<file path="src/rtl/pipe_skid_latch.sv">
// pipe_skid_latch
//   Inter-stage pipeline latch (IF/ID, ID/EX, EX/MEM, MEM/WB) built as a
//   valid/ready handshake over a 2-entry skid buffer. A downstream stall
//   never drops or duplicates an entry; flush squashes everything held.
//   When no valid entry is at the output the latch presents a NOP bubble:
//   out_ctrl is all zero and out_instr is NOP_INSTR.
//
// Configuration macro:
//   PIPE_SKID_LATCH_STATS_EN  - when defined, builds saturating stall/bubble
//                               counters; otherwise both outputs are tied to 0.
//
// Ports:
//   clk        clock, all state updates on posedge
//   rst        synchronous active-high reset (priority over flush and fires)
//   flush      squash both held entries; a same-cycle input is discarded
//   in_valid   upstream presents an entry
//   in_ready   latch can accept (function of state only)
//   in_data    payload           (DATA_W)
//   in_ctrl    control bundle    (CTRL_W)
//   in_instr   instruction       (INSTR_W)
//   out_valid  head entry valid
//   out_ready  downstream accepts
//   out_data   head payload (stale contents during a bubble)
//   out_ctrl   head control, 0 during a bubble
//   out_instr  head instruction, NOP_INSTR during a bubble
//   stall_cnt  cycles with out_valid && !out_ready (stats build only)
//   bubble_cnt cycles with !out_valid (stats build only)

module pipe_skid_latch #(
    parameter int                 DATA_W    = 64,
    parameter int                 CTRL_W    = 16,
    parameter int                 INSTR_W   = 16,
    parameter logic [INSTR_W-1:0] NOP_INSTR = 16'h0800,
    parameter int                 STAT_W    = 16
) (
    input  logic               clk,
    input  logic               rst,
    input  logic               flush,
    input  logic               in_valid,
    output logic               in_ready,
    input  logic [DATA_W-1:0]  in_data,
    input  logic [CTRL_W-1:0]  in_ctrl,
    input  logic [INSTR_W-1:0] in_instr,
    output logic               out_valid,
    input  logic               out_ready,
    output logic [DATA_W-1:0]  out_data,
    output logic [CTRL_W-1:0]  out_ctrl,
    output logic [INSTR_W-1:0] out_instr,
    output logic [STAT_W-1:0]  stall_cnt,
    output logic [STAT_W-1:0]  bubble_cnt
);

    typedef enum logic [1:0] {
        EMPTY = 2'd0,
        ONE   = 2'd1,
        FULL  = 2'd2
    } state_t;

    state_t state_q;
    state_t state_d;

    logic in_fire;
    logic out_fire;

    // Head (H) is always what the output shows; skid (S) catches the one
    // entry accepted while the head is stalled.
    logic [DATA_W-1:0]  h_data_q;
    logic [CTRL_W-1:0]  h_ctrl_q;
    logic [INSTR_W-1:0] h_instr_q;
    logic [DATA_W-1:0]  s_data_q;
    logic [CTRL_W-1:0]  s_ctrl_q;
    logic [INSTR_W-1:0] s_instr_q;

    logic load_h_in;
    logic load_h_skid;
    logic load_s;

    assign in_fire  = in_valid && in_ready;
    assign out_fire = out_valid && out_ready;

    // State register
    always_ff @(posedge clk) begin
        if (rst) begin
            state_q <= EMPTY;
        end else begin
            state_q <= state_d;
        end
    end

    // Next-state logic
    always_comb begin
        state_d = state_q;
        case (state_q)
            EMPTY: begin
                if (in_fire) state_d = ONE;
            end
            ONE: begin
                if (in_fire && !out_fire)      state_d = FULL;
                else if (!in_fire && out_fire) state_d = EMPTY;
            end
            FULL: begin
                if (out_fire) state_d = ONE;
            end
            default: state_d = EMPTY;
        endcase
        if (flush) state_d = EMPTY;
    end

    // Output logic
    always_comb begin
        in_ready  = (state_q != FULL);
        out_valid = (state_q != EMPTY);
        out_data  = h_data_q;
        out_ctrl  = out_valid ? h_ctrl_q  : '0;
        out_instr = out_valid ? h_instr_q : NOP_INSTR;
    end

    // Payload moves are suppressed under flush: whatever is loaded would be
    // squashed anyway, and skipping the load keeps the stale head stable.
    assign load_h_in   = !flush && in_fire &&
                         ((state_q == EMPTY) || ((state_q == ONE) && out_fire));
    assign load_s      = !flush && in_fire && (state_q == ONE) && !out_fire;
    assign load_h_skid = !flush && (state_q == FULL) && out_fire;

    always_ff @(posedge clk) begin
        if (rst) begin
            h_data_q  <= '0;
            h_ctrl_q  <= '0;
            h_instr_q <= NOP_INSTR;
            s_data_q  <= '0;
            s_ctrl_q  <= '0;
            s_instr_q <= NOP_INSTR;
        end else begin
            if (load_h_in) begin
                h_data_q  <= in_data;
                h_ctrl_q  <= in_ctrl;
                h_instr_q <= in_instr;
            end else if (load_h_skid) begin
                h_data_q  <= s_data_q;
                h_ctrl_q  <= s_ctrl_q;
                h_instr_q <= s_instr_q;
            end
            if (load_s) begin
                s_data_q  <= in_data;
                s_ctrl_q  <= in_ctrl;
                s_instr_q <= in_instr;
            end
        end
    end

`ifdef PIPE_SKID_LATCH_STATS_EN
    logic [STAT_W-1:0] stall_q;
    logic [STAT_W-1:0] bubble_q;

    // Saturating increment: sticks at all-ones instead of wrapping.
    function automatic logic [STAT_W-1:0] sat_inc(input logic [STAT_W-1:0] v);
        return (&v) ? v : v + 1'b1;
    endfunction

    // Counters ignore flush; only rst clears them.
    always_ff @(posedge clk) begin
        if (rst) begin
            stall_q  <= '0;
            bubble_q <= '0;
        end else begin
            if (out_valid && !out_ready) stall_q <= sat_inc(stall_q);
            if (!out_valid)              bubble_q <= sat_inc(bubble_q);
        end
    end

    assign stall_cnt  = stall_q;
    assign bubble_cnt = bubble_q;
`else
    assign stall_cnt  = '0;
    assign bubble_cnt = '0;
`endif

endmodule

</file>
<file path="config.mk">
export PLATFORM = sky130hd
export DESIGN_NAME = pipe_skid_latch
export DESIGN_NICKNAME = d
export VERILOG_FILES = /design/src/rtl/pipe_skid_latch.sv
export SDC_FILE = /design/constraint.sdc
export NUM_CORES = 1
export LEC_CHECK = 0
export BUFFER_PORTS_ARGS = -buffer_cell sky130_fd_sc_hd__clkbuf_2
export CAP_MARGIN = 30
export CORE_ASPECT_RATIO = 1.4
export CORE_MARGIN = 4
export CORE_UTILIZATION = 49
export CTS_CLUSTER_SIZE = 40
export DETAILED_ROUTE_END_ITERATION = 10
export PLACE_DENSITY = 0.77
export REMOVE_ABC_BUFFERS = 1
export SKIP_LAST_GASP = 1
export SYNTH_ARGS = -nofsm -noshare
export SYNTH_HDL_FRONTEND = slang
export SYNTH_SLANG_ARGS = --single-unit
</file>
<file path="constraint.sdc">
create_clock -name clk -period 1.5 [get_ports clk]
set_clock_uncertainty 0.05 [all_clocks]
set_input_delay 0.225 -clock clk [delete_from_list [all_inputs] [get_ports clk]]
set_output_delay 0.225 -clock clk [all_outputs]
set_load 0.01 [all_outputs]
</file>
==> results.toml, run 1 <==
[outcome]
outcome = "finished, violations left"
violations = "negative setup slack"

[routing]
drcViolationCount = 0
drt-vias-per-instance = 6.50
routedWlPerCell_um = 26.4
wirelength_um = 43000
ant_nets = 0
first_iter_violations = 1155
detail_route.first_pass.iterations = 6
vias = 10600

[critical_path]
worst_setup_path_end_kind = "register"
ff2ff_path_depth = 8
cpMaxStageDelayCell = "dfxtp_4"
critPathKind = "register to register"
cp.depth = 8
path_cells = "buf_6 -> buf_12 -> and4bb_4 -> buf_12 -> buf_12 -> buf_16 -> nand2_1 -> a311oi_4"
crit_required_ps = 1800
cp_common_cell = "buf_12"
start_kind = "register"
worstPathArrival_ps = 2290
cpLargestDelayFamily = "buffers and inverters"
cp_max_fo = 7
worst-path-buf-inv = 5
crit_path_max_incr_delay_ps = 370

[power_and_ir_drop]
ir_worst_vdd_mv = 0.736
p_comb_frac = 0.204
intPower_mw = 9.40
switching_share = 0.292
pwr-share-seq = 0.414
clock_power_share = 0.381
powerDensity_nw_per_um2 = 856
p_leak_nw = 5.57
switching_power_mw = 3.87

[timing]
min_period_over_period = 1.33
setup_viol = 226
layout_setup_ws_ps = -490
rsz0062_at_grt = "yes"
finalHoldWorstSlack_ps = 9.94
fmax_mhz = 502
finalSetupTns_ps = -54510
hold_violations = 0
period_minus_slack_ps = 1990
drv_slew = 0

[logic_synthesis]
synthAdderAreaFrac = 0
ys_types = 34
synthXorXnorAreaFrac = 0
synthFlopType = "dfxtp_1"
synth-edff-count = 0
syn_area_um2 = 9600
avgSynthCellArea_um2 = 8.94
synthTopCellsByArea = "dfxtp_1 40%, a311oi_2 11%, nor3_2 8.9%"
synth_top_area_frac = 0.405
yosys.area.top_type = "dfxtp_1"
ys_warn_count = 0
synth_mux_area_frac = 0.00104
synthSimpleGateAreaFrac = 0.253
synthCells = 1073
synth-compound-area-share = 0.235
synthArstFlopShare = 0
ys_ff_latch = 194
synth-seq-area-share = 0.405
synth_top_family_by_area = "simple AND/OR/NAND/NOR gates"

[floorplanning]
coreArea_um2 = 19200
die_w_um = 126
initial_core_util = 0.499
fp.dieH_um = 174
die_area_um2 = 21900
rows = 60
pin_count = 231

[finish]
num_antenna_cells = 0
drive_gt1_frac = 0.547
fillCellCount = 1017
final_nets = 1466
syn2layout_area_growth_pct = 61.5

[run]
drv_cap = 0

[clocking]
numClockSinks = 194
worst_skew_pair.late_latency_ps = 450
cts_root_buf = "clkbuf_16"
cts_max_level = 4
cts_tree = "done"
clockBufferDepth = 2
cts_buffers = 17
clk_pin_slew_ps = 80

[global_route]
grt_max_degree = 63
grt_first_pass_wirelength_um = 57600
antenna_found_initial = 1
grt_pass1_vias = 10200
grt_use_total = 0.334
gr-total-overflow = 0

[hold_path]
hold-path-cell-count = 3
hold_path.class = "primary input to register"

[placed_design]
place_hpwl_um = 16200
routabilityCongestion = 0.788
portBuffers = 198
cells in the final DEF, fill, tap and decap left out, types with 10 or more instances in the layout:
cell type      netlist  layout
nor3_2              85      64
o21ai_1             87      41
clkbuf_2             0     189
buf_6               31      33
clkbuf_16            0      26
buf_16               0      39
nand3_4              0      23
a21oi_2              0      53
nand3_2              0      18
buf_12               0      47
conb_1               1      32
dfxtp_1            194     192
a21oi_1             97      42
nor2b_1             31      22
nand2_2              0      10
o21ai_2              0      41
buf_4               43      20
nand3_1             96      55
a311oi_2            69      89
nand2_1            193     177
nor3_4               0      29
dlygate4sd3_1        0      49
o21ai_4              0      14
per-stage QoR:
stage          utilization  instance area (um^2)  setup WS [ps]  instances  power, mW
6_report             0.807                 15500           -490       1626       13.3
5_1_grt              0.807                 15500           -492       1626       13.6
4_1_cts              0.746                 14300           -254       1617       12.8
3_5_place_dp         0.558                 10700          -88.3       1445       7.09
3_3_place_gp         0.558                 10700          -32.2       1445       7.06
2_1_floorplan            -                  8700          -3850        950       6.31
power groups by stage:
stage               logic (mW)  registers, mW  clock network, mW
floorplan                0.696           5.62                  0
global placement          1.47           5.59                  0
detailed placement        1.50           5.59                  0
CTS                       2.38           5.47               4.98
global route              2.79           5.51               5.26
finish                    2.71           5.50               5.06
worst register-to-register path, cell delays in order, from the launching register on:
cell	delay [ps]
dfxtp_4	370
buf_6	120
buf_12	110
and4bb_4	300
buf_12	160
buf_12	130
buf_16	130
nand2_1	200
a311oi_4	320
cell type report:
type	instances	area (um^2)	area share
Inverter	1	3.75	0.000242
Tap cell	248	310	0.0200
Multi-Input combinational cell	757	6330	0.408
Timing Repair Buffer	394	4340	0.280
Clock buffer	17	425	0.0274
Clock inverter	15	203	0.0131
Sequential cell	194	3890	0.251
what timing repair did:
| item | CTS | global route |
|---|---|---|
| gates resized for setup | 180 | 257 |
| gates cloned | 51 | 10 |
| pin swaps | 58 | 127 |
| hold endpoints to repair | 44 | 5 |
| setup endpoints to repair | 160 | 227 |
| buffers inserted | 45 | 14 |
| hold buffers | 44 | 5 |
cell families after synthesis:
| group | Yosys count |
|---|---|
| AO/OA/AOI/OAI | 291 |
| buffers and inverters | 155 |
| multiplexers | 1 |
| flip-flops | 194 |
| other | 1 |
| AND/OR/NAND/NOR | 431 |
sequential cells by signal, indices dropped and copies added, names as in the netlist:
register / count
h_instr_q: 16
s_ctrl_q: 16
state_q: 2
h_ctrl_q: 16
s_instr_q: 16
s_data_q: 64
out_data: 64
synthesized netlist by cell type, types with 3 or more instances:
| cell | n |
|---|---|
| dfxtp_1 | 194 |
| nand2_1 | 193 |
| a21oi_1 | 97 |
| nand3_1 | 96 |
| o21ai_1 | 87 |
| nor3_2 | 85 |
| a311oi_2 | 69 |
| buf_4 | 43 |
| clkbuf_1 | 41 |
| buf_2 | 37 |
| buf_6 | 31 |
| nor2b_1 | 31 |
| a311oi_1 | 26 |
| nor3_1 | 10 |
| o21ai_0 | 9 |
| nor2_1 | 3 |
metal layers:
| metal | vias up | part of all wire | GRT usage |
|---|---|---|---|
| li1 | 4405 | - | - |
| met1 | 5010 | 0.34 | 0.371 |
| met2 | 848 | 0.49 | 0.563 |
| met3 | 304 | 0.086 | 0.0814 |
| met4 | 2 | 0.088 | 0.222 |
| met5 | - | 0.00026 | 0 |
worst paths after layout:
kind                                           startpoint                         to  slack [ps]
worst max-delay path              state_q[1]$_SDFFE_PP0P_  out_data[49]$_SDFFE_PP0P_        -490
worst min-delay path                          in_instr[6]  s_instr_q[6]$_SDFFE_PP0P_          10
worst max register to register    state_q[1]$_SDFFE_PP0P_  out_data[49]$_SDFFE_PP0P_        -490
worst min register to register  s_data_q[15]$_SDFFE_PP0P_  s_data_q[15]$_SDFFE_PP0P_         420
No activity file was read; power rests on OpenSTA's default activity.
==> inputs of run 2 (changes only) <==
ABC_AREA = 0   (was not set)
PLACE_DENSITY = 0.87   (was 0.77)
==> run 2 against run 1 <==
The run still ends with negative setup slack left. Global-route usage fell by 0.30 points. Final area rose by 2.4%. Core utilization grew 1.9 points. Hold slack worse by 2.1 ps. Fmax up 0.65%.
==> results.toml, run 2 (synthesized netlist as in run 1, its figures left out) <==
[floorplanning]
rows = 60
initial_core_util = 0.499
die_w_um = 126
fp.dieH_um = 174
coreArea_um2 = 19200
pin_count = 231
die_area_um2 = 21900

[timing]
min_period_over_period = 1.32
tightest_slew_ps = 522
setup_viol = 228
period_minus_slack_ps = 1980
layout_setup_ws_ps = -477
rsz0062_at_grt = "yes"
hold_violations = 0
max_slew_margin = 0.643
fmax_mhz = 506
drv_slew = 0

[routing]
ant_nets = 0
wirelength_um = 47600
drt-vias-per-instance = 6.86
drcViolationCount = 0
vias = 11300
routedWlPerCell_um = 29.0
detail_route.first_pass.iterations = 8
first_iter_violations = 1429

[hold_path]
hold_path.class = "primary input to register"

[global_route]
gr-total-overflow = 0
grt_first_pass_wirelength_um = 58100
grt_pass1_vias = 10500
grt_use_total = 0.331
grt_max_degree = 56
antenna_found_initial = 1

[power_and_ir_drop]
p_total_mw = 13.6
ir_worst_vdd_mv = 0.755
powerDensity_nw_per_um2 = 856
p_leak_nw = 6.41

[clocking]
worst_skew_pair.late_latency_ps = 440
cts_max_level = 4
cts_buffers = 17
numClockSinks = 194
cts_root_buf = "clkbuf_16"
cts_tree = "done"
clockBufferDepth = 2
clk_pin_slew_ps = 80

[finish]
final_common_cell = "dfxtp_1"
final_cell_mix = "192 x dfxtp_1, 191 x clkbuf_2, 124 x nand2_1, 86 x a311oi_2, 76 x nand3_1"
fin_cells = 1641
fillCellCount = 916
drive_gt1_frac = 0.586
syn2layout_area_growth_pct = 65.4
fin_util = 0.826
final_nets = 1481

[placed_design]
place_hpwl_um = 17200
place_inst = 1464
pre_cts_slack_ps = -111
routabilityCongestion = 0.796
portBuffers = 198

[critical_path]
crit_required_ps = 1740
cp_max_fo = 25
worstPathArrival_ps = 2220
worst_setup_path_end_kind = "register"
critPathKind = "register to register"
start_kind = "register"

[outcome]
violations = "negative setup slack"
outcome = "finished, violations left"

[run]
drv_cap = 0
## run 2: through the flow
stage	cell area, um^2	hold slack [ps]	setup TNS [ps]
6_report	15900	7.81	-55060
5_1_grt	15900	7.95	-58990
4_1_cts	14400	0.831	-37350
3_5_place_dp	10900	411	-5120
3_3_place_gp	10900	409	-850
2_1_floorplan	8700	243	-727590
## run 2: power breakdown
part           internal, mW  total, mW  switching [mW]
Sequential             5.35       5.52           0.165
Combinational          1.26       2.80            1.54
Clock                  3.05       5.27            2.23
Total                  9.66       13.6            3.93
## run 2: metal layers
metal	track usage	wire length (um)	vias up	part of all wire
li1	-	-	4445	-
met4	0.195	4220	0	0.089
met1	0.399	16200	5289	0.34
met2	0.559	22000	1122	0.46
met5	0	0	-	0
met3	0.0469	5210	408	0.11
## run 2: final timing paths
path,start,endpoint,slack [ps],depth (start not counted)
max reg2reg,state_q[0]$_SDFFE_PP0P_,h_instr_q[11]$_SDFFE_PP1P_,-480,6
min reg2reg,s_data_q[61]$_SDFFE_PP0P_,s_data_q[61]$_SDFFE_PP0P_,430,2
max,state_q[0]$_SDFFE_PP0P_,h_instr_q[11]$_SDFFE_PP1P_,-480,6
min,in_data[7],s_data_q[7]$_SDFFE_PP0P_,8,3
## run 2: timing repair
| item | CTS | global route |
|---|---|---|
| pin swaps | 89 | 145 |
| setup endpoints to repair | 210 | 226 |
| gates resized for setup | 196 | 297 |
| hold buffers | 33 | 0 |
| hold endpoints to repair | 33 | 0 |
| gates cloned | 47 | 19 |
| setup buffers | 50 | 8 |
## run 2: layout make-up
cell class                      count  area (um^2)  share of cell area
Antenna cell                        1         2.50            0.000158
Clock buffer                       18          439              0.0277
Inverter                            1         3.75            0.000236
Tap cell                          248          310              0.0196
Sequential cell                   194         3890               0.245
Timing Repair Buffer              407         4470               0.282
Multi-Input combinational cell    759         6530               0.411
Clock inverter                     13          223              0.0140
## run 2: worst max-delay path: stages, from the launching register on
cell and delay (ps):
dfxtp_4 380, buf_6 150, buf_4 130, nand2b_4 180, buf_16 250, a21oi_1 470, a31oi_1 190
==> inputs of run 3 (changes only) <==
CORE_MARGIN = 1   (was 4)
CORE_UTILIZATION = 54   (was 49)
PLACE_DENSITY = 0.9   (was 0.87)
RECOVER_POWER = 25   (was not set)
clock period = 2.04 ns   (was 1.5 ns; I/O delays follow)
==> run 3 against run 2 <==
The flow now finishes without violations. Critical endpoint is now out_instr[11]. First-iteration DRC count decreased by 47%. Critical path type is now register to output port. Core utilization fell by 20 points. Combinational power shrank 63%. Routed wire length is 51% lower.
==> results.toml, run 3 (synthesized netlist as in run 1, its figures left out) <==
[routing]
ant_nets = 0
drcViolationCount = 0
detail_route.first_pass.iterations = 5
drt-vias-per-instance = 5.86
first_iter_violations = 751
wirelength_um = 23600
vias = 8497
routedWlPerCell_um = 16.3

[clocking]
cts_max_level = 4
cts_tree = "done"
cts_root_buf = "clkbuf_16"
hold_buffers = 0
clk_pin_slew_ps = 60
cts_setup_buffers = 0
numClockSinks = 194
cts_buffers = 17
worst_skew_pair.late_latency_ps = 410
cts_resized = 0
clockBufferDepth = 2

[power_and_ir_drop]
ir_worst_vdd_mv = 0.652
powerDensity_nw_per_um2 = 752
p_leak_nw = 3.79

[global_route]
grt_first_pass_wirelength_um = 38400
grt_pass1_vias = 8084
grt_max_degree = 101
antenna_found_initial = 1
gr-total-overflow = 0
grt_use_total = 0.256

[floorplanning]
fp.dieH_um = 160
initial_core_util = 0.552
die_area_um2 = 18300
pin_count = 231
die_w_um = 115
rows = 57
coreArea_um2 = 17400

[finish]
final-seq-area_um2 = 3880
num_antenna_cells = 0
final_cell_mix = "193 x nand2_1, 193 x dfxtp_1, 133 x clkbuf_2, 97 x a21oi_1, 96 x nand3_1"
drive_gt1_frac = 0.298
syn2layout_area_growth_pct = 14.3
multi_input_area_um2 = 4850
fillCellCount = 1431
final_nets = 1304

[timing]
drv_slew = 0
max_slew_margin = 0.423
period_minus_slack_ps = 1970
tightest_slew_ps = 865
hold_violations = 0
fmax_mhz = 507
setup_viol = 0
finalSetupTns_ps = 0
rsz0062_at_grt = "no"
min_period_over_period = 0.967
finalHoldWorstSlack_ps = 94.1

[critical_path]
crit_required_ps = 1680
cp_max_fo = 21
worstPathArrival_ps = 1620
worst_setup_path_end_kind = "output port"
critPathKind = "register to output port"
start_kind = "register"

[placed_design]
place_hpwl_um = 14700
portBuffers = 198
routabilityCongestion = 0.797

[outcome]
outcome = "finished, final reports clean"

[run]
drv_cap = 0

[hold_path]
hold_path.class = "primary input to register"
-- run 3: metrics by stage --
| step | cell area [um^2] | setup slack (ps) | power [mW] | cells | util |
|---|---|---|---|---|---|
| 4_1_cts | 11100 | 11.9 | 8.33 | 1449 | 0.636 |
| 5_1_grt | 11000 | 4.31 | 8.54 | 1449 | 0.630 |
| 6_report | 11000 | 68.1 | 8.24 | 1449 | 0.630 |
| 3_5_place_dp | 10500 | 142 | 5.17 | 1420 | 0.604 |
| 2_1_floorplan | 8700 | -3310 | 4.64 | 950 | - |
| 3_3_place_gp | 10500 | 187 | 5.14 | 1420 | 0.604 |
-- run 3: critical path, stage by stage, from the launching register on --
cell and delay [ps]:
dfxtp_1 330, buf_4 180, nor2_2 60, buf_4 210
or2_2 290, clkbuf_2 130
-- run 3: path summary, 6_finish.rpt --
kind	startpoint	end	slack [ps]	cells after the start
worst min register to register	h_instr_q[0]$_SDFFE_PP0P_	h_instr_q[0]$_SDFFE_PP0P_	420	2
worst min-delay path	in_instr[6]	s_instr_q[6]$_SDFFE_PP0P_	90	3
worst max register to register	state_q[1]$_SDFFE_PP0P_	s_data_q[56]$_SDFFE_PP0P_	90	4
worst max-delay path	state_q[1]$_SDFFE_PP0P_	out_instr[11]	70	5
-- run 3: layout make-up --
cell class	count	area share
Clock buffer	21	0.0429
Tap cell	236	0.0269
Sequential cell	194	0.354
Inverter	1	0.000342
Clock inverter	8	0.00719
Timing Repair Buffer	234	0.127
Multi-Input combinational cell	755	0.442
-- run 3: routing by layer --
layer | global-route usage | share of wire | vias to the layer above
met3 | 0.0452 | 0.059 | 52
met2 | 0.430 | 0.50 | 335
li1 | - | - | 4020
met1 | 0.319 | 0.41 | 4088
met5 | 0 | 0.00047 | -
met4 | 0.111 | 0.029 | 2
-- run 3: where the power goes --
group / internal, mW / leakage (nW) / total (mW) / switching [mW]
logic: 0.388 / 1.94 / 1.05 / 0.663
registers: 3.94 / 1.58 / 4.02 / 0.0827
clock network: 1.77 / 0.271 / 3.17 / 1.40
total: 6.10 / 3.79 / 8.24 / 2.15
